**src/rtl/mips_pkg.sv**
```systemverilog
// Shared Mini-MIPS definitions: HI/LO multiply/accumulate op codes, controller
// state encoding and the default datapath width.
package mips_pkg;

  localparam int WIDTH = 32;
  localparam int CNT_W = 6;

  localparam logic [2:0] MAC_MUL   = 3'd0;
  localparam logic [2:0] MAC_MULT  = 3'd1;
  localparam logic [2:0] MAC_MULTU = 3'd2;
  localparam logic [2:0] MAC_MADD  = 3'd3;
  localparam logic [2:0] MAC_MADDU = 3'd4;

  typedef enum logic [1:0] {
    ST_IDLE,
    ST_CALC,
    ST_ACC,
    ST_DONE
  } mac_state_e;

  function automatic logic is_signed_op(input logic [2:0] code);
    return (code == MAC_MUL) || (code == MAC_MULT) || (code == MAC_MADD);
  endfunction

endpackage

```
**src/rtl/hilo_mac_ctrl_mult_iter.sv**
```systemverilog
// Shift-add multiplier datapath: one conditional add plus right shift per step,
// multiplier held in the low half of the partial product.
module mult_iter #(
  parameter int WIDTH = mips_pkg::WIDTH
) (
  input  logic                 clk,
  input  logic                 rst_n,
  input  logic                 load,
  input  logic                 step,
  input  logic [WIDTH-1:0]     multiplicand,
  input  logic [WIDTH-1:0]     multiplier,
  output logic [2*WIDTH-1:0]   prod
);

  logic [WIDTH-1:0]   mcand_q, mcand_d;
  logic [2*WIDTH-1:0] prod_q, prod_d;
  logic [WIDTH:0]     upper_sum;

  always_comb begin
    // Carry out of the upper-half add becomes the new MSB after the shift.
    upper_sum = {1'b0, prod_q[2*WIDTH-1:WIDTH]} + (prod_q[0] ? {1'b0, mcand_q} : '0);
    mcand_d   = mcand_q;
    prod_d    = prod_q;
    if (load) begin
      mcand_d = multiplicand;
      prod_d  = {{WIDTH{1'b0}}, multiplier};
    end else if (step) begin
      prod_d = {upper_sum, prod_q[WIDTH-1:1]};
    end
  end

  always_ff @(posedge clk or negedge rst_n) begin
    if (!rst_n) begin
      mcand_q <= '0;
      prod_q  <= '0;
    end else begin
      mcand_q <= mcand_d;
      prod_q  <= prod_d;
    end
  end

  assign prod = prod_q;

endmodule

```
**src/rtl/hilo_mac_ctrl.sv**
```systemverilog
// HI/LO owner for the execute stage: sequences MUL/MULT/MULTU/MADD/MADDU through
// a 32-step shift-add multiplier, then applies sign and accumulates into HI/LO.
module hilo_mac_ctrl #(
  parameter int WIDTH = mips_pkg::WIDTH
) (
  input  logic             clk,
  input  logic             rst_n,
  input  logic             start,
  input  logic [2:0]       op,
  input  logic [WIDTH-1:0] input1,
  input  logic [WIDTH-1:0] input2,
  input  logic             hi_we,
  input  logic             lo_we,
  input  logic [WIDTH-1:0] wdata,
  output logic             busy,
  output logic             done,
  output logic [WIDTH-1:0] result,
  output logic [WIDTH-1:0] hi,
  output logic [WIDTH-1:0] lo
);

  import mips_pkg::*;

  localparam logic [CNT_W-1:0] LAST_STEP = CNT_W'(WIDTH - 1);

  mac_state_e       state_q, state_d;
  logic [CNT_W-1:0] cnt_q, cnt_d;
  logic [2:0]       op_q, op_d;
  logic             neg_q, neg_d;
  logic             busy_q, busy_d;
  logic             done_q, done_d;
  logic [WIDTH-1:0] result_q, result_d;
  logic [WIDTH-1:0] hi_q, hi_d;
  logic [WIDTH-1:0] lo_q, lo_d;

  logic               sgn_in;
  logic               mult_load;
  logic               mult_step;
  logic [WIDTH-1:0]   mcand_mag;
  logic [WIDTH-1:0]   mplier_mag;
  logic [2*WIDTH-1:0] prod_raw;
  logic [2*WIDTH-1:0] prod_fix;
  logic [2*WIDTH-1:0] acc_sum;

  // Signed ops multiply magnitudes; 0x80000000 negates to itself, read unsigned.
  assign sgn_in     = is_signed_op(op);
  assign mcand_mag  = (sgn_in && input1[WIDTH-1]) ? (~input1 + 1'b1) : input1;
  assign mplier_mag = (sgn_in && input2[WIDTH-1]) ? (~input2 + 1'b1) : input2;
  assign mult_load  = (state_q == ST_IDLE) && start;
  assign mult_step  = (state_q == ST_CALC);

  mult_iter #(.WIDTH(WIDTH)) u_mult_iter (
    .clk          (clk),
    .rst_n        (rst_n),
    .load         (mult_load),
    .step         (mult_step),
    .multiplicand (mcand_mag),
    .multiplier   (mplier_mag),
    .prod         (prod_raw)
  );

  assign prod_fix = neg_q ? (~prod_raw + 1'b1) : prod_raw;
  assign acc_sum  = {hi_q, lo_q} + prod_fix;

  always_comb begin
    state_d  = state_q;
    cnt_d    = cnt_q;
    op_d     = op_q;
    neg_d    = neg_q;
    busy_d   = busy_q;
    done_d   = done_q;
    result_d = result_q;
    hi_d     = hi_q;
    lo_d     = lo_q;
    unique case (state_q)
      ST_IDLE: begin
        if (hi_we) hi_d = wdata;
        if (lo_we) lo_d = wdata;
        if (start) begin
          op_d    = op;
          neg_d   = sgn_in & (input1[WIDTH-1] ^ input2[WIDTH-1]);
          cnt_d   = '0;
          busy_d  = 1'b1;
          state_d = ST_CALC;
        end
      end
      ST_CALC: begin
        cnt_d = cnt_q + 1'b1;
        if (cnt_q == LAST_STEP) begin
          cnt_d   = '0;
          state_d = ST_ACC;
        end
      end
      ST_ACC: begin
        case (op_q)
          MAC_MUL: result_d = prod_fix[WIDTH-1:0];
          MAC_MULT, MAC_MULTU: begin
            {hi_d, lo_d} = prod_fix;
            result_d     = prod_fix[WIDTH-1:0];
          end
          MAC_MADD, MAC_MADDU: begin
            {hi_d, lo_d} = acc_sum;
            result_d     = prod_fix[WIDTH-1:0];
          end
          default: ;
        endcase
        state_d = ST_DONE;
      end
      ST_DONE: begin
        // First DONE cycle raises the pulse; second drops it and frees the unit.
        if (!done_q) begin
          done_d = 1'b1;
        end else begin
          done_d  = 1'b0;
          busy_d  = 1'b0;
          state_d = ST_IDLE;
        end
      end
      default: state_d = ST_IDLE;
    endcase
  end

  always_ff @(posedge clk or negedge rst_n) begin
    if (!rst_n) begin
      state_q  <= ST_IDLE;
      cnt_q    <= '0;
      op_q     <= '0;
      neg_q    <= 1'b0;
      busy_q   <= 1'b0;
      done_q   <= 1'b0;
      result_q <= '0;
      hi_q     <= '0;
      lo_q     <= '0;
    end else begin
      state_q  <= state_d;
      cnt_q    <= cnt_d;
      op_q     <= op_d;
      neg_q    <= neg_d;
      busy_q   <= busy_d;
      done_q   <= done_d;
      result_q <= result_d;
      hi_q     <= hi_d;
      lo_q     <= lo_d;
    end
  end

  assign busy   = busy_q;
  assign done   = done_q;
  assign result = result_q;
  assign hi     = hi_q;
  assign lo     = lo_q;

endmodule

```
**config.mk**
```make
export PLATFORM = sky130hd
export DESIGN_NAME = hilo_mac_ctrl
export DESIGN_NICKNAME = d
export VERILOG_FILES = /design/src/rtl/mips_pkg.sv /design/src/rtl/hilo_mac_ctrl_mult_iter.sv /design/src/rtl/hilo_mac_ctrl.sv
export SDC_FILE = /design/constraint.sdc
export NUM_CORES = 1
export LEC_CHECK = 0
export CAP_MARGIN = 5
export CORE_ASPECT_RATIO = 0.5
export CORE_MARGIN = 4
export CORE_UTILIZATION = 42
export DETAILED_ROUTE_END_ITERATION = 16
export DONT_BUFFER_PORTS = 1
export GPL_ROUTABILITY_DRIVEN = 0
export HOLD_SLACK_MARGIN = 0.1
export MAX_ROUTING_LAYER = met4
export PLACE_DENSITY = 0.58
export SYNTH_ARGS = -nofsm -noshare
export SYNTH_HDL_FRONTEND = slang
export SYNTH_SLANG_ARGS = --single-unit
```
**constraint.sdc**
```tcl
create_clock -name clk -period 7.31 [get_ports clk]
set_input_delay 1.462 -clock clk [delete_from_list [all_inputs] [get_ports clk]]
set_output_delay 1.462 -clock clk [all_outputs]
set_load 0.02 [all_outputs]
```
# Word level (Yosys, flattened, before mapping)
# Index checks and enable logic that the tools add are counted.
[totals]
output_inout_bits = 98
inputBits = 104
ff_bits = 206
[op_classes]
n_mux = 23
eq_ne = 16
n_bitwise = 5
add_sub_neg = 6
n_reduce_logical = 22
[ops]
columns = ["operator", "count"]
rows = [
  ["32-bit one-hot mux with 2 select lines", 4],
  ["64-bit 2-to-1 mux", 3],
  ["32-bit 2-to-1 mux", 5],
  ["32-bit by 1-bit adder with 32-bit output, second input constant", 2],
  ["64-bit by 1-bit adder with 64-bit output, second input constant", 1],
  ["64-bit adder", 1],
  ["32-bit NOT", 2],
  ["64-bit NOT", 1],
  ["32-bit by 33-bit adder with 33-bit output", 1],
  ["6-bit 2-to-1 mux", 2],
  ["6-bit one-hot mux with 2 select lines", 1],
  ["3-bit AND reduction", 4],
  ["3-bit by 2-bit equality test with 1-bit output, second input constant", 3],
  ["2-bit != test, second input constant", 4],
  ["2-bit one-hot mux with 4 select lines", 1],
  ["2-bit nonzero test", 4],
  ["6-bit by 1-bit adder with 6-bit output, second input constant", 1],
  ["3-bit by 1-bit equality test with 1-bit output, second input constant", 2],
  ["6-bit by 5-bit equality test with 1-bit output, second input constant", 1],
  ["3-bit logical NOT", 2],
  ["2-bit 2-to-1 mux", 3],
  ["2-bit AND reduction", 3],
  ["5-bit OR reduction", 1],
  ["2-bit equality test, second input constant", 2],
  ["other kinds (12)", 18],
]

# Longest topological paths before layout
[logic_depth]
ltp_word = 6
mapped_depth = 23
mapped_depth_nobuf = 20

# Cells and area by module
# A second synthesis with hierarchy kept.
[unflattened]
hier_cells = 2209
hier_area_um2 = 17930.9
[modules_own_cells]
columns = ["module", "seq_area_each_um2", "n_inst", "cells_each", "area_per_inst_um2"]
rows = [
  ["hilo_mac_ctrl", 2752.6, 1, 1594, 12014.0],
  ["mult_iter", 2402.3, 1, 615, 5916.9],
]

# Worst setup path before layout
# Ideal clock, no wire load.
[synth_timing]
kind = "reg2reg"
start = "register u_mult_iter.prod_q[5], in the netlist u_mult_iter.prod[5]"
end = "register hi_q[29], in the netlist hi[29]"
t_arrival_ps = 5063
stages_incl_launch_ff = 20
path_slack_ps = 2179
required_time_ps = 7242
path_cell_list = "dfrtp_1 > or4_1 > or3_1 > clkbuf_1 > or2_2 > clkbuf_1 > or4_1 > o21ai_0 > xor2_1 > inv_1 > ha_1 > clkbuf_1 > a21oi_1 > o21ai_0 > o41ai_1 > o221ai_1 > a211oi_1 > o21ai_0 > a211o_1 > nand3_1"
[synth_between]
elab_chain_len = 6
[synth_lines]
columns = ["element", "line_no", "source"]
rows = [
  ["start: declaration", "hilo_mac_ctrl_mult_iter.sv:16", "logic [2*WIDTH-1:0] prod_q, prod_d;"],
  ["start signal: assignment", "hilo_mac_ctrl_mult_iter.sv:38", "prod_q <= prod_d;"],
  ["64-bit NOT", "hilo_mac_ctrl.sv:62", "assign prod_fix = neg_q ? (~prod_raw + 1'b1) : prod_raw;"],
  ["64-bit by 1-bit adder with 64-bit output", "hilo_mac_ctrl.sv:62", ""],
  ["64-bit 2-to-1 mux", "hilo_mac_ctrl.sv:62", ""],
  ["net prod_fix[28]", "hilo_mac_ctrl.sv:42", "logic [2*WIDTH-1:0] prod_fix;"],
  ["64-bit adder", "hilo_mac_ctrl.sv:63", "assign acc_sum = {hi_q, lo_q} + prod_fix;"],
  ["32-bit one-hot mux with 2 select lines", "hilo_mac_ctrl.sv:95", "case (op_q)"],
  ["32-bit one-hot mux with 2 select lines", "hilo_mac_ctrl.sv:75", "unique case (state_q)"],
  ["end signal: assignment", "hilo_mac_ctrl.sv:142", "hi_q <= hi_d;"],
  ["end: declaration", "hilo_mac_ctrl.sv:33", "logic [WIDTH-1:0] hi_q, hi_d;"],
]
# The timed path passes the listed nets, and every way through them passes these cells.
# A chain may end at the register's enable or synchronous reset.

# Worst setup path in the final report
# Same ends and word-level chain as after synthesis.

==> out/summary.txt <==
Run status: finished, final reports clean
First drt pass iteration count: 6
Main synth FF type: dfrtp_1
Final hold slack: 0.470 ns
Initial antenna violation count: 3
CTS H-tree lvls: 1
Seq. cell area: 5160 um2
Clk root buf: clkbuf_16
Placed cell count: 2570
Slew margin rel.: 33.4%
Via-to-Cell Ratio: 6.05
Worst min path class: register to register
Fill count: 4094
Critical Path AT: 6.30 ns
CTS-repair resized insts: 0
FP Rows: 52
CP Cell Sequence: or4_1 > or3_1 > or2_2 > o41ai_1 > xor2_1 > inv_1 > ha_1 > nand4_1 > or3_1 > a2111oi_0 > o41ai_1 > o221ai_1 > a211oi_1 > o21ai_0 > a211o_1 > nand3_1
WS Path Type: register to register
Die X-Extent: 295 um
Mean Syn Cell Area: 8.14 um2
Yosys warns: 0
Setup violators final: 0
Skew-Pair Late Insertion Delay: 0.55 ns
Synth unique cells: 69
Worst Max-Slew Pin Slew: 0.996 ns
Sink Count: 206
Max-slew violations: 0
Final min period: 5.88 ns
DP HPWL: 45600 um
Remaining DRCs: 0
Net Count, Synth: 2342
Finished Layout Cells: 2617
Required time of the critical path: 7.74 ns
Final net count: 2278
CTS max path bufs: 3
Startpoint Class: register
Global Route Usage Sum: 26.4%
Vias in the first global route: 14100
RSZ-0062 raised after global routing: no
Crit Path Max Fanout: 8
CTS buffer count: 23
Via count: 15800
Setup_tns: 0 ns
Skew final: 0.0325 ns
Met3 usage: 4.04%
Clock transition at the registers of the reported paths: 0.06 ns
Avg WL per Cell: 22.5 um
Slowest cell on the critical path: a2111oi_0
Global routing met2 resource utilization: 36.4%
Iter 0 DRT Violations: 1608
Largest net degree at the start of global routing: 207
TritonCTS clock tree: done
Post-CTS Setup Bufs: 0
Initial core utilization: 42.6%
Share of post-route cells with drive strength above 1: 4.54%
Area Overhead vs Synth: 7.12%
Core Region: 40500 um2
GR peak layer: met1
Max Fclk: 170 MHz
Max-Cap Viols: 0
Synthesized flop and latch total: 206
CP max stage delay: 0.65 ns
Syn Inst Count: 2119
Post-route cell area: 18500 um2
Die extent in y: 151 um
GRT Residual Overflow: 0
Post-Synthesis Cell Area: 17300 um2
Post-synthesis sequential area ratio: 29.9%
Die area: 44600 um2
DP Area: 17700 um2
Crit end category: register
I/O Buffers: 0
Hold_buf cts: 0
Hold Vio Cnt, Final: 0
# IOs: 202
Detailed Route WL: 58800 um
Synth async-reset ratio: 100%
Routed Antenna Nets: 0
Footprint of the multi-input gates: 11500 um2
Post-synth EDFFs: 0
First-pass GRT wire length: 88500 um
Period utilization: 80.4%
GRT met1 Usage: 39.6%
## final timing paths
check / startpoint / endpoint / slack [ns] / cells past startpoint
min in group asynchronous: rst_n / lo[29]$_DFFE_PN0P_ / 0.61 / 0
worst min-delay path: u_mult_iter.mcand_q[3]$_DFFE_PN0P_ / u_mult_iter.mcand_q[3]$_DFFE_PN0P_ / 0.47 / 2
max in group asynchronous: rst_n / u_mult_iter.mcand_q[2]$_DFFE_PN0P_ / 6.34 / 0
worst max register to register: u_mult_iter.prod[5]$_DFFE_PN0P_ / hi[29]$_DFFE_PN0P_ / 1.43 / 16
worst min register to register: u_mult_iter.mcand_q[3]$_DFFE_PN0P_ / u_mult_iter.mcand_q[3]$_DFFE_PN0P_ / 0.47 / 2
worst max-delay path: u_mult_iter.prod[5]$_DFFE_PN0P_ / hi[29]$_DFFE_PN0P_ / 1.43 / 16
## through the flow
step | utilization, % | setup WS [ns]
6_report | 45.7 | 1.43
5_1_grt | 45.6 | 0.971
4_1_cts | 45.6 | 1.45
3_5_place_dp | 43.8 | 1.46
3_3_place_gp | 43.8 | 1.55
2_1_floorplan | - | 2.18
## logic make-up (layout without fill, tap and decap cells)
| family | count (synthesis) | in the layout | synth area share, % |
|---|---|---|---|
| adder cells (fa/ha/maj) | 119 | 119 | 8.72 |
| flip-flops | 206 | 206 | 29.9 |
| other | 0 | 7 | 0 |
| AO/OA/AOI/OAI | 715 | 715 | 25.3 |
| AND/OR/NAND/NOR | 636 | 636 | 17.7 |
| multiplexers | 73 | 73 | 4.34 |
| XOR/XNOR | 204 | 204 | 10.4 |
| buffers and inverters | 166 | 117 | 3.63 |
## sequential cells by signal (all words and copies together), names as in the netlist
name                 cells
done                     1
state_q                  2
neg_q                    1
op_q                     3
cnt_q                    6
u_mult_iter.mcand_q     32
hi                      32
u_mult_iter.prod        64
busy                     1
lo                      32
result                  32
## cell type report
class / instances / share of cell area [%]
clock inverters: 7 / 0.494
multi-input cells: 1747 / 62.3
inverters: 59 / 1.20
well taps: 540 / 3.66
repair buffers: 18 / 0.731
clock buffers: 33 / 3.59
flip-flops and latches: 206 / 27.9
diodes: 7 / 0.0948
## synth_stat cells, types with 4 or more instances
master	count	area, um2
a211o_1	5	43.8
a211oi_1	22	165
a21o_1	43	323
a21oi_1	184	921
a221oi_1	7	61.3
a22o_1	4	35.0
a22oi_1	6	45.0
a31oi_1	16	100
and2_1	42	263
and3_1	13	81.3
and4_1	4	35.0
buf_1	13	48.8
clkbuf_1	92	345
dfrtp_1	206	5150
ha_1	117	1460
inv_1	59	221
mux2_2	15	169
mux2i_1	58	581
nand2_1	256	961
nand2b_1	22	138
nand3_1	24	120
nand3b_1	14	105
nand4_1	23	144
nand4b_1	6	52.6
nor2_1	120	450
nor2b_1	13	81.3
nor3_1	27	135
nor3b_1	7	52.6
nor4_1	19	119
o211ai_1	27	203
o21a_1	16	120
o21ai_0	254	1270
o21bai_1	19	143
o221ai_1	9	78.8
o22ai_1	14	87.6
o31a_1	5	43.8
o31ai_1	31	233
o41ai_1	17	149
or2_2	5	31.3
or3_1	26	163
or4_1	10	75.1
xnor2_1	115	1010
xor2_1	88	771
## worst max-delay path: cells and delay by family, from the launching register on
family                   cells  cell delay (ns)
AO/OA/AOI/OAI                7             2.49
AND/OR/NAND/NOR              6             2.14
XOR/XNOR                     1             0.27
flip-flops                   1             0.42
buffers and inverters        1             0.07
adder cells (fa/ha/maj)      1             0.39
## cells in the final DEF, fill, tap and decap left out, types with 31 or more instances in the layout
cell	n
dfrtp_1	205
a21oi_1	184
and2_1	41
nor2_1	120
o21ai_0	253
nand2_1	254
a21o_1	43
o31ai_1	31
inv_1	59
xor2_1	88
ha_1	115
xnor2_1	115
mux2i_1	58
## routing by layer
| metal | share of wire [%] | up-vias |
|---|---|---|
| met1 | 48 | 7578 |
| li1 | - | 7558 |
| met4 | 3.5 | 0 |
| met2 | 40 | 583 |
| met3 | 7.9 | 108 |
| met5 | 0 | - |
Power is not shown: default switching activity piles up to over one toggle a cycle in this logic, so the estimate is an artifact.
